<file path="config.mk">
export PLATFORM = sky130hd
export DESIGN_NAME = ocp_master_arbiter_flat
export DESIGN_NICKNAME = d
export VERILOG_FILES = /design/src/rtl/interconnect_pkg.sv /design/src/rtl/ocp_master_arbiter_if.sv /design/src/rtl/rr_arb2.sv /design/src/rtl/ocp_master_arbiter.sv /design/src/flat_wrapper.sv
export SDC_FILE = /design/constraint.sdc
export NUM_CORES = 1
export LEC_CHECK = 0
export BUFFER_PORTS_ARGS = -buffer_cell sky130_fd_sc_hd__clkbuf_2
export CAP_MARGIN = 20
export CORE_UTILIZATION = 48
export CTS_CLUSTER_SIZE = 24
export DETAILED_ROUTE_END_ITERATION = 16
export PLACE_DENSITY = 0.92
export SYNTH_ARGS = -nofsm -noshare
export SYNTH_HDL_FRONTEND = slang
export SYNTH_HIERARCHICAL = 1
export SYNTH_SLANG_ARGS = --single-unit
</file>
<file path="constraint.sdc">
create_clock -name clk -period 2 [get_ports clk]
set_clock_uncertainty 0.05 [all_clocks]
set_input_delay 0.4 -clock clk [delete_from_list [all_inputs] [get_ports clk]]
set_output_delay 0.4 -clock clk [all_outputs]
set_load 0.005 [all_outputs]
</file>
<file path="src/rtl/interconnect_pkg.sv">
// Shared interconnect definitions: OCP command/response encodings, the
// arbiter FSM state type, the request record and the bus widths used by the
// OCP master arbiter, its interface and its round-robin picker.
// No ports (package).
package interconnect_pkg;

  localparam int ADDR_W = 32;
  localparam int DATA_W = 32;
  localparam int BE_W   = DATA_W / 8;

  typedef enum logic [2:0] {
    OCP_IDLE = 3'd0,
    OCP_WR   = 3'd1,
    OCP_RD   = 3'd2
  } ocp_cmd_e;

  typedef enum logic [1:0] {
    OCP_NULL = 2'd0,
    OCP_DVA  = 2'd1,
    OCP_ERR  = 2'd3
  } ocp_resp_e;

  typedef enum logic [1:0] {
    ST_IDLE = 2'd0,
    ST_CMD  = 2'd1,
    ST_RESP = 2'd2
  } arb_state_e;

  typedef struct packed {
    logic              write;
    logic [ADDR_W-1:0] addr;
    logic [DATA_W-1:0] wdata;
    logic [BE_W-1:0]   be;
  } ocp_req_t;

  // ERR (3) and the reserved code 2 both count as an error response;
  // both have bit 1 set, DVA and NULL do not.
  function automatic logic resp_is_err(input logic [1:0] resp);
    return resp[1];
  endfunction

endpackage

</file>
<file path="src/rtl/ocp_master_arbiter_if.sv">
// Bundle of the two AXI-side request/response ports and the OCP master port
// served by ocp_master_arbiter.
//   master modport : the arbiter (accepts requests, drives OCP M* signals)
//   slave modport  : the environment (requesters and the OCP slave)
// Request handshake: a transaction on port N transfers on a rising edge where
// reqN_valid and reqN_ready are both high; the requester holds all reqN_*
// fields stable while valid is high and ready is low. rspN_valid is a
// single-cycle pulse with no back-pressure; rspN_rdata/rspN_err are only
// meaningful while it is high. OCP: M* are held until SCmdAccept is high, and
// SResp is a one-cycle response that is not back-pressured.
interface ocp_master_arbiter_if;
  import interconnect_pkg::*;

  logic              req0_valid;
  logic              req0_ready;
  logic              req0_write;
  logic [ADDR_W-1:0] req0_addr;
  logic [DATA_W-1:0] req0_wdata;
  logic [BE_W-1:0]   req0_be;
  logic              req1_valid;
  logic              req1_ready;
  logic              req1_write;
  logic [ADDR_W-1:0] req1_addr;
  logic [DATA_W-1:0] req1_wdata;
  logic [BE_W-1:0]   req1_be;

  logic              rsp0_valid;
  logic [DATA_W-1:0] rsp0_rdata;
  logic              rsp0_err;
  logic              rsp1_valid;
  logic [DATA_W-1:0] rsp1_rdata;
  logic              rsp1_err;

  logic [2:0]        MCmd;
  logic [ADDR_W-1:0] MAddr;
  logic [DATA_W-1:0] MData;
  logic [BE_W-1:0]   MByteEn;
  logic              SCmdAccept;
  logic [1:0]        SResp;
  logic [DATA_W-1:0] SData;

  modport master (
    input  req0_valid, req0_write, req0_addr, req0_wdata, req0_be,
    input  req1_valid, req1_write, req1_addr, req1_wdata, req1_be,
    output req0_ready, req1_ready,
    output rsp0_valid, rsp0_rdata, rsp0_err,
    output rsp1_valid, rsp1_rdata, rsp1_err,
    output MCmd, MAddr, MData, MByteEn,
    input  SCmdAccept, SResp, SData
  );

  modport slave (
    output req0_valid, req0_write, req0_addr, req0_wdata, req0_be,
    output req1_valid, req1_write, req1_addr, req1_wdata, req1_be,
    input  req0_ready, req1_ready,
    input  rsp0_valid, rsp0_rdata, rsp0_err,
    input  rsp1_valid, rsp1_rdata, rsp1_err,
    input  MCmd, MAddr, MData, MByteEn,
    output SCmdAccept, SResp, SData
  );

endinterface

</file>
<file path="src/rtl/rr_arb2.sv">
// Two-requester round-robin picker, purely combinational.
//   req[1:0]   in  : request vector
//   last_grant in  : index of the port granted most recently
//   gnt[1:0]   out : one-hot grant (all zero when nothing requests)
module rr_arb2 (
  input  logic [1:0] req,
  input  logic       last_grant,
  output logic [1:0] gnt
);

  always_comb begin
    gnt = req;
    // On contention the port that did not win last time goes next.
    if (req == 2'b11) begin
      gnt = last_grant ? 2'b01 : 2'b10;
    end
  end

endmodule

</file>
<file path="src/rtl/ocp_master_arbiter.sv">
// Shares one OCP master port between two request ports. Round-robin picks a
// port in IDLE, the latched request is presented on OCP in CMD until
// accepted, RESP waits for SResp, and the completion is pulsed back to the
// winning port one cycle later. A per-transaction counter abandons the
// transaction with an error completion after TIMEOUT-1 cycles.
//   clk, rst_n : clock, asynchronous active-low reset
//   bus        : request/response ports and OCP master signals (master modport)
//   fsm_state  : current arbiter state, for observation
module ocp_master_arbiter
  import interconnect_pkg::*;
#(
  parameter int TIMEOUT = 256  // legal range 4..65535
) (
  input  logic                  clk,
  input  logic                  rst_n,
  ocp_master_arbiter_if.master  bus,
  output arb_state_e            fsm_state
);

  localparam logic [15:0] TMO_LAST = 16'(TIMEOUT - 1);

  arb_state_e        state, state_nxt;
  ocp_req_t          req_q, win_req;
  ocp_cmd_e          mcmd_q;
  logic              port_q;
  logic              last_grant;
  logic [15:0]       tmo_cnt;
  logic [1:0]        gnt;
  logic              load, done, tmo;
  logic              cpl_err;
  logic [DATA_W-1:0] cpl_rdata;
  logic [1:0]        rsp_valid_q;
  logic [1:0]        rsp_err_q;
  logic [DATA_W-1:0] rsp0_rdata_q, rsp1_rdata_q;

  rr_arb2 u_rr_arb2 (
    .req        ({bus.req1_valid, bus.req0_valid}),
    .last_grant (last_grant),
    .gnt        (gnt)
  );

  // Winner's request; reads always present every byte lane.
  always_comb begin
    win_req.write = bus.req0_write;
    win_req.addr  = bus.req0_addr;
    win_req.wdata = bus.req0_wdata;
    win_req.be    = bus.req0_be;
    if (gnt[1]) begin
      win_req.write = bus.req1_write;
      win_req.addr  = bus.req1_addr;
      win_req.wdata = bus.req1_wdata;
      win_req.be    = bus.req1_be;
    end
    if (!win_req.write) begin
      win_req.be = '1;
    end
  end

  always_comb begin
    state_nxt = state;
    load      = 1'b0;
    done      = 1'b0;
    tmo       = 1'b0;
    unique case (state)
      ST_IDLE: begin
        if (gnt != 2'b00) begin
          load      = 1'b1;
          state_nxt = ST_CMD;
        end
      end
      ST_CMD: begin
        // Responses seen here are stray/late and deliberately ignored.
        if (tmo_cnt == TMO_LAST) begin
          tmo       = 1'b1;
          state_nxt = ST_IDLE;
        end else if (bus.SCmdAccept) begin
          state_nxt = ST_RESP;
        end
      end
      ST_RESP: begin
        // A real response beats a timeout landing in the same cycle.
        if (bus.SResp != OCP_NULL) begin
          done      = 1'b1;
          state_nxt = ST_IDLE;
        end else if (tmo_cnt == TMO_LAST) begin
          tmo       = 1'b1;
          state_nxt = ST_IDLE;
        end
      end
      default: state_nxt = ST_IDLE;
    endcase
  end

  assign cpl_err   = done ? resp_is_err(bus.SResp) : 1'b1;
  assign cpl_rdata = (done && !cpl_err && !req_q.write) ? bus.SData : '0;

  always_ff @(posedge clk or negedge rst_n) begin
    if (!rst_n) begin
      state <= ST_IDLE;
    end else begin
      state <= state_nxt;
    end
  end

  always_ff @(posedge clk or negedge rst_n) begin
    if (!rst_n) begin
      req_q        <= '0;
      mcmd_q       <= OCP_IDLE;
      port_q       <= 1'b0;
      last_grant   <= 1'b1;
      tmo_cnt      <= '0;
      rsp_valid_q  <= '0;
      rsp_err_q    <= '0;
      rsp0_rdata_q <= '0;
      rsp1_rdata_q <= '0;
    end else begin
      rsp_valid_q <= '0;
      tmo_cnt     <= (state == ST_IDLE) ? 16'd0 : tmo_cnt + 16'd1;
      if (load) begin
        req_q  <= win_req;
        port_q <= gnt[1];
        mcmd_q <= win_req.write ? OCP_WR : OCP_RD;
      end else if (state == ST_CMD && state_nxt != ST_CMD) begin
        // Accepted or abandoned: the command drops the following cycle.
        mcmd_q <= OCP_IDLE;
      end
      if (done || tmo) begin
        rsp_valid_q[port_q] <= 1'b1;
        rsp_err_q[port_q]   <= cpl_err;
        last_grant          <= port_q;
        if (port_q) begin
          rsp1_rdata_q <= cpl_rdata;
        end else begin
          rsp0_rdata_q <= cpl_rdata;
        end
      end
    end
  end

  // rst_n gating keeps ready low while reset is held, even with valid high.
  assign bus.req0_ready = rst_n & (state == ST_IDLE) & gnt[0];
  assign bus.req1_ready = rst_n & (state == ST_IDLE) & gnt[1];

  assign bus.rsp0_valid = rsp_valid_q[0];
  assign bus.rsp1_valid = rsp_valid_q[1];
  assign bus.rsp0_err   = rsp_err_q[0];
  assign bus.rsp1_err   = rsp_err_q[1];
  assign bus.rsp0_rdata = rsp0_rdata_q;
  assign bus.rsp1_rdata = rsp1_rdata_q;

  assign bus.MCmd    = mcmd_q;
  assign bus.MAddr   = req_q.addr;
  assign bus.MData   = req_q.wdata;
  assign bus.MByteEn = req_q.be;

  assign fsm_state = state;

endmodule

</file>
<file path="src/flat_wrapper.sv">
// flat-port wrapper written by rule: the top's interface ports become plain ports
module ocp_master_arbiter_flat import interconnect_pkg::*;
#(
  parameter int TIMEOUT = 256                         
)
  (clk, rst_n, fsm_state, bus_req0_valid, bus_req0_write, bus_req0_addr, bus_req0_wdata, bus_req0_be, bus_req1_valid, bus_req1_write, bus_req1_addr, bus_req1_wdata, bus_req1_be, bus_req0_ready, bus_req1_ready, bus_rsp0_valid, bus_rsp0_rdata, bus_rsp0_err, bus_rsp1_valid, bus_rsp1_rdata, bus_rsp1_err, bus_MCmd, bus_MAddr, bus_MData, bus_MByteEn, bus_SCmdAccept, bus_SResp, bus_SData);
  ocp_master_arbiter_if bus_i ();
  input  logic clk;
  input  logic rst_n;
  output arb_state_e fsm_state;
  input wire logic [$bits(bus_i.req0_valid)-1:0] bus_req0_valid;
  input wire logic [$bits(bus_i.req0_write)-1:0] bus_req0_write;
  input wire logic [$bits(bus_i.req0_addr)-1:0] bus_req0_addr;
  input wire logic [$bits(bus_i.req0_wdata)-1:0] bus_req0_wdata;
  input wire logic [$bits(bus_i.req0_be)-1:0] bus_req0_be;
  input wire logic [$bits(bus_i.req1_valid)-1:0] bus_req1_valid;
  input wire logic [$bits(bus_i.req1_write)-1:0] bus_req1_write;
  input wire logic [$bits(bus_i.req1_addr)-1:0] bus_req1_addr;
  input wire logic [$bits(bus_i.req1_wdata)-1:0] bus_req1_wdata;
  input wire logic [$bits(bus_i.req1_be)-1:0] bus_req1_be;
  output wire logic [$bits(bus_i.req0_ready)-1:0] bus_req0_ready;
  output wire logic [$bits(bus_i.req1_ready)-1:0] bus_req1_ready;
  output wire logic [$bits(bus_i.rsp0_valid)-1:0] bus_rsp0_valid;
  output wire logic [$bits(bus_i.rsp0_rdata)-1:0] bus_rsp0_rdata;
  output wire logic [$bits(bus_i.rsp0_err)-1:0] bus_rsp0_err;
  output wire logic [$bits(bus_i.rsp1_valid)-1:0] bus_rsp1_valid;
  output wire logic [$bits(bus_i.rsp1_rdata)-1:0] bus_rsp1_rdata;
  output wire logic [$bits(bus_i.rsp1_err)-1:0] bus_rsp1_err;
  output wire logic [$bits(bus_i.MCmd)-1:0] bus_MCmd;
  output wire logic [$bits(bus_i.MAddr)-1:0] bus_MAddr;
  output wire logic [$bits(bus_i.MData)-1:0] bus_MData;
  output wire logic [$bits(bus_i.MByteEn)-1:0] bus_MByteEn;
  input wire logic [$bits(bus_i.SCmdAccept)-1:0] bus_SCmdAccept;
  input wire logic [$bits(bus_i.SResp)-1:0] bus_SResp;
  input wire logic [$bits(bus_i.SData)-1:0] bus_SData;
  assign bus_i.req0_valid = bus_req0_valid;
  assign bus_i.req0_write = bus_req0_write;
  assign bus_i.req0_addr = bus_req0_addr;
  assign bus_i.req0_wdata = bus_req0_wdata;
  assign bus_i.req0_be = bus_req0_be;
  assign bus_i.req1_valid = bus_req1_valid;
  assign bus_i.req1_write = bus_req1_write;
  assign bus_i.req1_addr = bus_req1_addr;
  assign bus_i.req1_wdata = bus_req1_wdata;
  assign bus_i.req1_be = bus_req1_be;
  assign bus_req0_ready = bus_i.req0_ready;
  assign bus_req1_ready = bus_i.req1_ready;
  assign bus_rsp0_valid = bus_i.rsp0_valid;
  assign bus_rsp0_rdata = bus_i.rsp0_rdata;
  assign bus_rsp0_err = bus_i.rsp0_err;
  assign bus_rsp1_valid = bus_i.rsp1_valid;
  assign bus_rsp1_rdata = bus_i.rsp1_rdata;
  assign bus_rsp1_err = bus_i.rsp1_err;
  assign bus_MCmd = bus_i.MCmd;
  assign bus_MAddr = bus_i.MAddr;
  assign bus_MData = bus_i.MData;
  assign bus_MByteEn = bus_i.MByteEn;
  assign bus_i.SCmdAccept = bus_SCmdAccept;
  assign bus_i.SResp = bus_SResp;
  assign bus_i.SData = bus_SData;
  ocp_master_arbiter #(.TIMEOUT(TIMEOUT)) u_core (.clk(clk), .rst_n(rst_n), .bus(bus_i), .fsm_state(fsm_state));
endmodule
</file>
==> flow_summary.ini <==
[run_status]
status = finished clean

[cells_and_area]
nFillCells = 1168
stdcell_area_um2 = 9440
syn_to_final_growth_pct = 27.9
finish.utilization_pct = 64.0
antenna_cells = 0
layout-drive-gt1-share_pct = 43.0
nets = 1091

[synth]
syn-num-nets = 836
yosysTopAreaCell = dfrtp_1
syn_area_um2 = 7380
async_flop_share_pct = 100
yosysSeqAreaShare_pct = 53.9
ys_warn_count = 6
synthAdderAreaFrac_pct = 0.848
synthTopCellsByArea = dfrtp_1, mux2i_1, a22o_1, buf_4, o21ai_0
synth_edf_count = 0
yosys-top-cells-count = dfrtp_1, buf_4, nand2_1
post_synth_mux_area_share_pct = 9.23
yosysMostFrequentCell = dfrtp_1
ys_seq_elements = 159
yosys.area_share.xor_xnor_pct = 1.42
synth_top_family_by_area = compound AO/OA/AOI/OAI gates
synth-compound-area-share_pct = 15.9
synth_cells = 654
ys.flop_type = dfrtp_1
syn_avg_cell_area_um2 = 11.3
synth_top_cell_area_share_pct = 53.6
synthSimpleGateAreaFrac_pct = 7.89
synth_cell_types = 51

[global_routing]
grt_pass1_vias = 5815
grt_pass1_wl_mm = 30.2
grt_max_degree = 159
antenna_found_initial = 0
gr-usage-all-layers_pct = 24.7
grt-ovfl-total = 0

[pwr]
powerDensity_nw_per_um2 = 1350
power_w = 0.0127
irDropWorstVdd_mv = 1.01
p_leak_nw = 5.05

[clock_network]
cts_root_buf = clkbuf_16
clkSinkCount = 159
cts_tree = yes
clkTransAtPathRegs_ps = 70
clock_latency_ps = 420
cts_buffer_depth = 2
h-tree-depth = 4
cts_inserted_buffers = 17

[floorplanning]
dieArea_um2 = 15900
start_util_pct = 50.0
fp.dieW_um = 126
core_um2 = 14800
die_h_um = 126
core.rowCount = 44
io_pins = 320

[critical_path]
start_kind = register
path_class = register to register
path_cells = inv_2, ha_2, nor3b_4, o211a_4, a31oi_4, buf_12, a22o_2
worst_setup_path_end_kind = register
slowest_stage = dfrtp_1
cp_num_buf_inv = 2
critPathTopFamily = compound AO/OA/AOI/OAI gates
crit_fanout = 35
crit_required_ps = 2270
cp_slowest_stage_delay_ps = 410
crit_arrival_ps = 2190

[drt]
wl_mm = 19.5
vias_per_cell = 5.33
antenna_left = 0
dr.pass1.iters = 5
drc = 0
via_count = 5891
wl_per_cell_um = 17.6
drtIter0Drc = 406

[min_path]
hold_class = primary input to register

[sta]
relSlewSlack_pct = 45.3
max_freq_ghz = 0.519
maxSlewViolCount = 0
tightest_slew_ps = 821
min_period_ps = 1930
grt_setup_unrepaired = no
setup_tns_ps = 0
min_period_over_period_pct = 96.4
final-setup-viol-count = 0
finalHoldViolCount = 0

[place]
post_dp_cell_area_um2 = 8770
dp_hpwl_mm = 14.3
port_buffers = 318
gp_congestion = 0.848

[flow_run]
drv_cap = 0
[cells by family after synthesis]
logic type | count (synthesis)
AO/OA/AOI/OAI | 165
flip-flops | 159
AND/OR/NAND/NOR | 122
buffers and inverters | 122
multiplexers | 68
XOR/XNOR | 12
adder cells (fa/ha/maj) | 5
other | 1
[final timing paths]
kind / endpoint / slack, ps / cells after the start / from
worst max-delay path: u_core/bus.rsp1_rdata[31]$_DFFE_PN0P_ / 70 / 7 / u_core/fsm_state[0]$_DFF_PN0_
worst min-delay path: u_core/bus.rsp1_rdata[14]$_DFFE_PN0P_ / 160 / 2 / bus_SData[14]
worst max register to register: u_core/bus.rsp1_rdata[31]$_DFFE_PN0P_ / 70 / 7 / u_core/fsm_state[0]$_DFF_PN0_
worst min register to register: u_core/bus.MData[27]$_DFFE_PN0P_ / 430 / 2 / u_core/bus.MData[27]$_DFFE_PN0P_
max in group asynchronous: u_core/bus.MData[12]$_DFFE_PN0P_ / 630 / 3 / rst_n
min in group asynchronous: u_core/last_grant$_DFFE_PN1P_ / 450 / 2 / rst_n
[timing repair]
item	4_1_cts	5_1_grt
gates resized for setup	2	5
endpoints found under the setup margin	2	68
gates cloned	0	0
hold buffers	1	0
setup buffers	3	2
pin swaps	2	2
hold endpoints to repair	1	0
[power breakdown]
group          leakage (nW)  switching [W]  internal, W  total, W
Clock                 0.290        0.00143      0.00182   0.00325
Combinational          2.71        0.00226      0.00211   0.00436
Sequential             2.05       0.000736      0.00440   0.00513
[through the flow]
| stage | instances | hold WS (ps) | worst slack (ps) |
|---|---|---|---|
| after floorplan | 654 | 54.4 | 140 |
| after global routing | 1106 | 144 | 14.8 |
| after CTS | 1105 | 142 | 2.74 |
| after detailed placement | 1069 | 306 | 110 |
| final | 1106 | 158 | 71.8 |
| after global placement | 1069 | 304 | 171 |
[state kept, by name, summed over array words and instances, names as in the netlist]
signal and count:
u_core/bus.MAddr 32, u_core/port_q 1, u_core/last_grant 1, u_core/bus.rsp1_rdata 32, u_core/fsm_state 2, u_core/req_q 1
u_core/bus.MData 32, u_core/bus.rsp0_rdata 32, u_core/tmo_cnt 16, u_core/bus.MByteEn 4, u_core/rsp_valid_q 2, u_core/rsp_err_q 2
u_core/bus.MCmd 2
[final cells by class]
type                    instances  area (um2)  share of cell area, %
repair buffers                345        1920                   20.3
well taps                     184         230                   2.44
clock buffers                  18         439                   4.65
multi-input cells             373        2660                   28.2
inverters                      13        48.8                  0.517
flip-flops and latches        159        3980                   42.2
clock inverters                14         164                   1.74
[placed cells by master (no fill, tap or decap), types with 2 or more instances in the layout]
cell type,Yosys,routed
clkbuf_2,0,316
dfrtp_1,158,158
nand2_1,69,69
mux2i_1,68,68
o21ai_0,67,67
a22o_1,63,63
nor2_1,22,22
clkbuf_16,0,17
buf_4,70,17
inv_1,13,12
a21oi_1,10,10
xor2_1,10,10
buf_12,0,9
inv_6,0,6
nand3_1,5,5
nand4_1,5,5
and3_1,4,4
o21a_1,4,4
inv_8,0,3
and4_1,3,3
ha_1,5,3
clkinvlp_4,0,2
clkinv_8,0,2
a31oi_4,2,2
xnor2_1,2,2
nor3_2,0,2
a22o_2,2,2
o21ai_1,3,2
a21o_1,2,2
[layer usage]
metal | part of all wire (%) | wire length [um] | vias up | GRT usage [%]
met5 | 0 | 0 | - | 0
met4 | 2.1 | 416 | 0 | 9.36
met3 | 6.4 | 1260 | 32 | 5.10
met2 | 53 | 10300 | 269 | 43.9
met1 | 39 | 7530 | 2846 | 29.5
li1 | - | - | 2744 | -
Power figures use the tool's default switching activity.
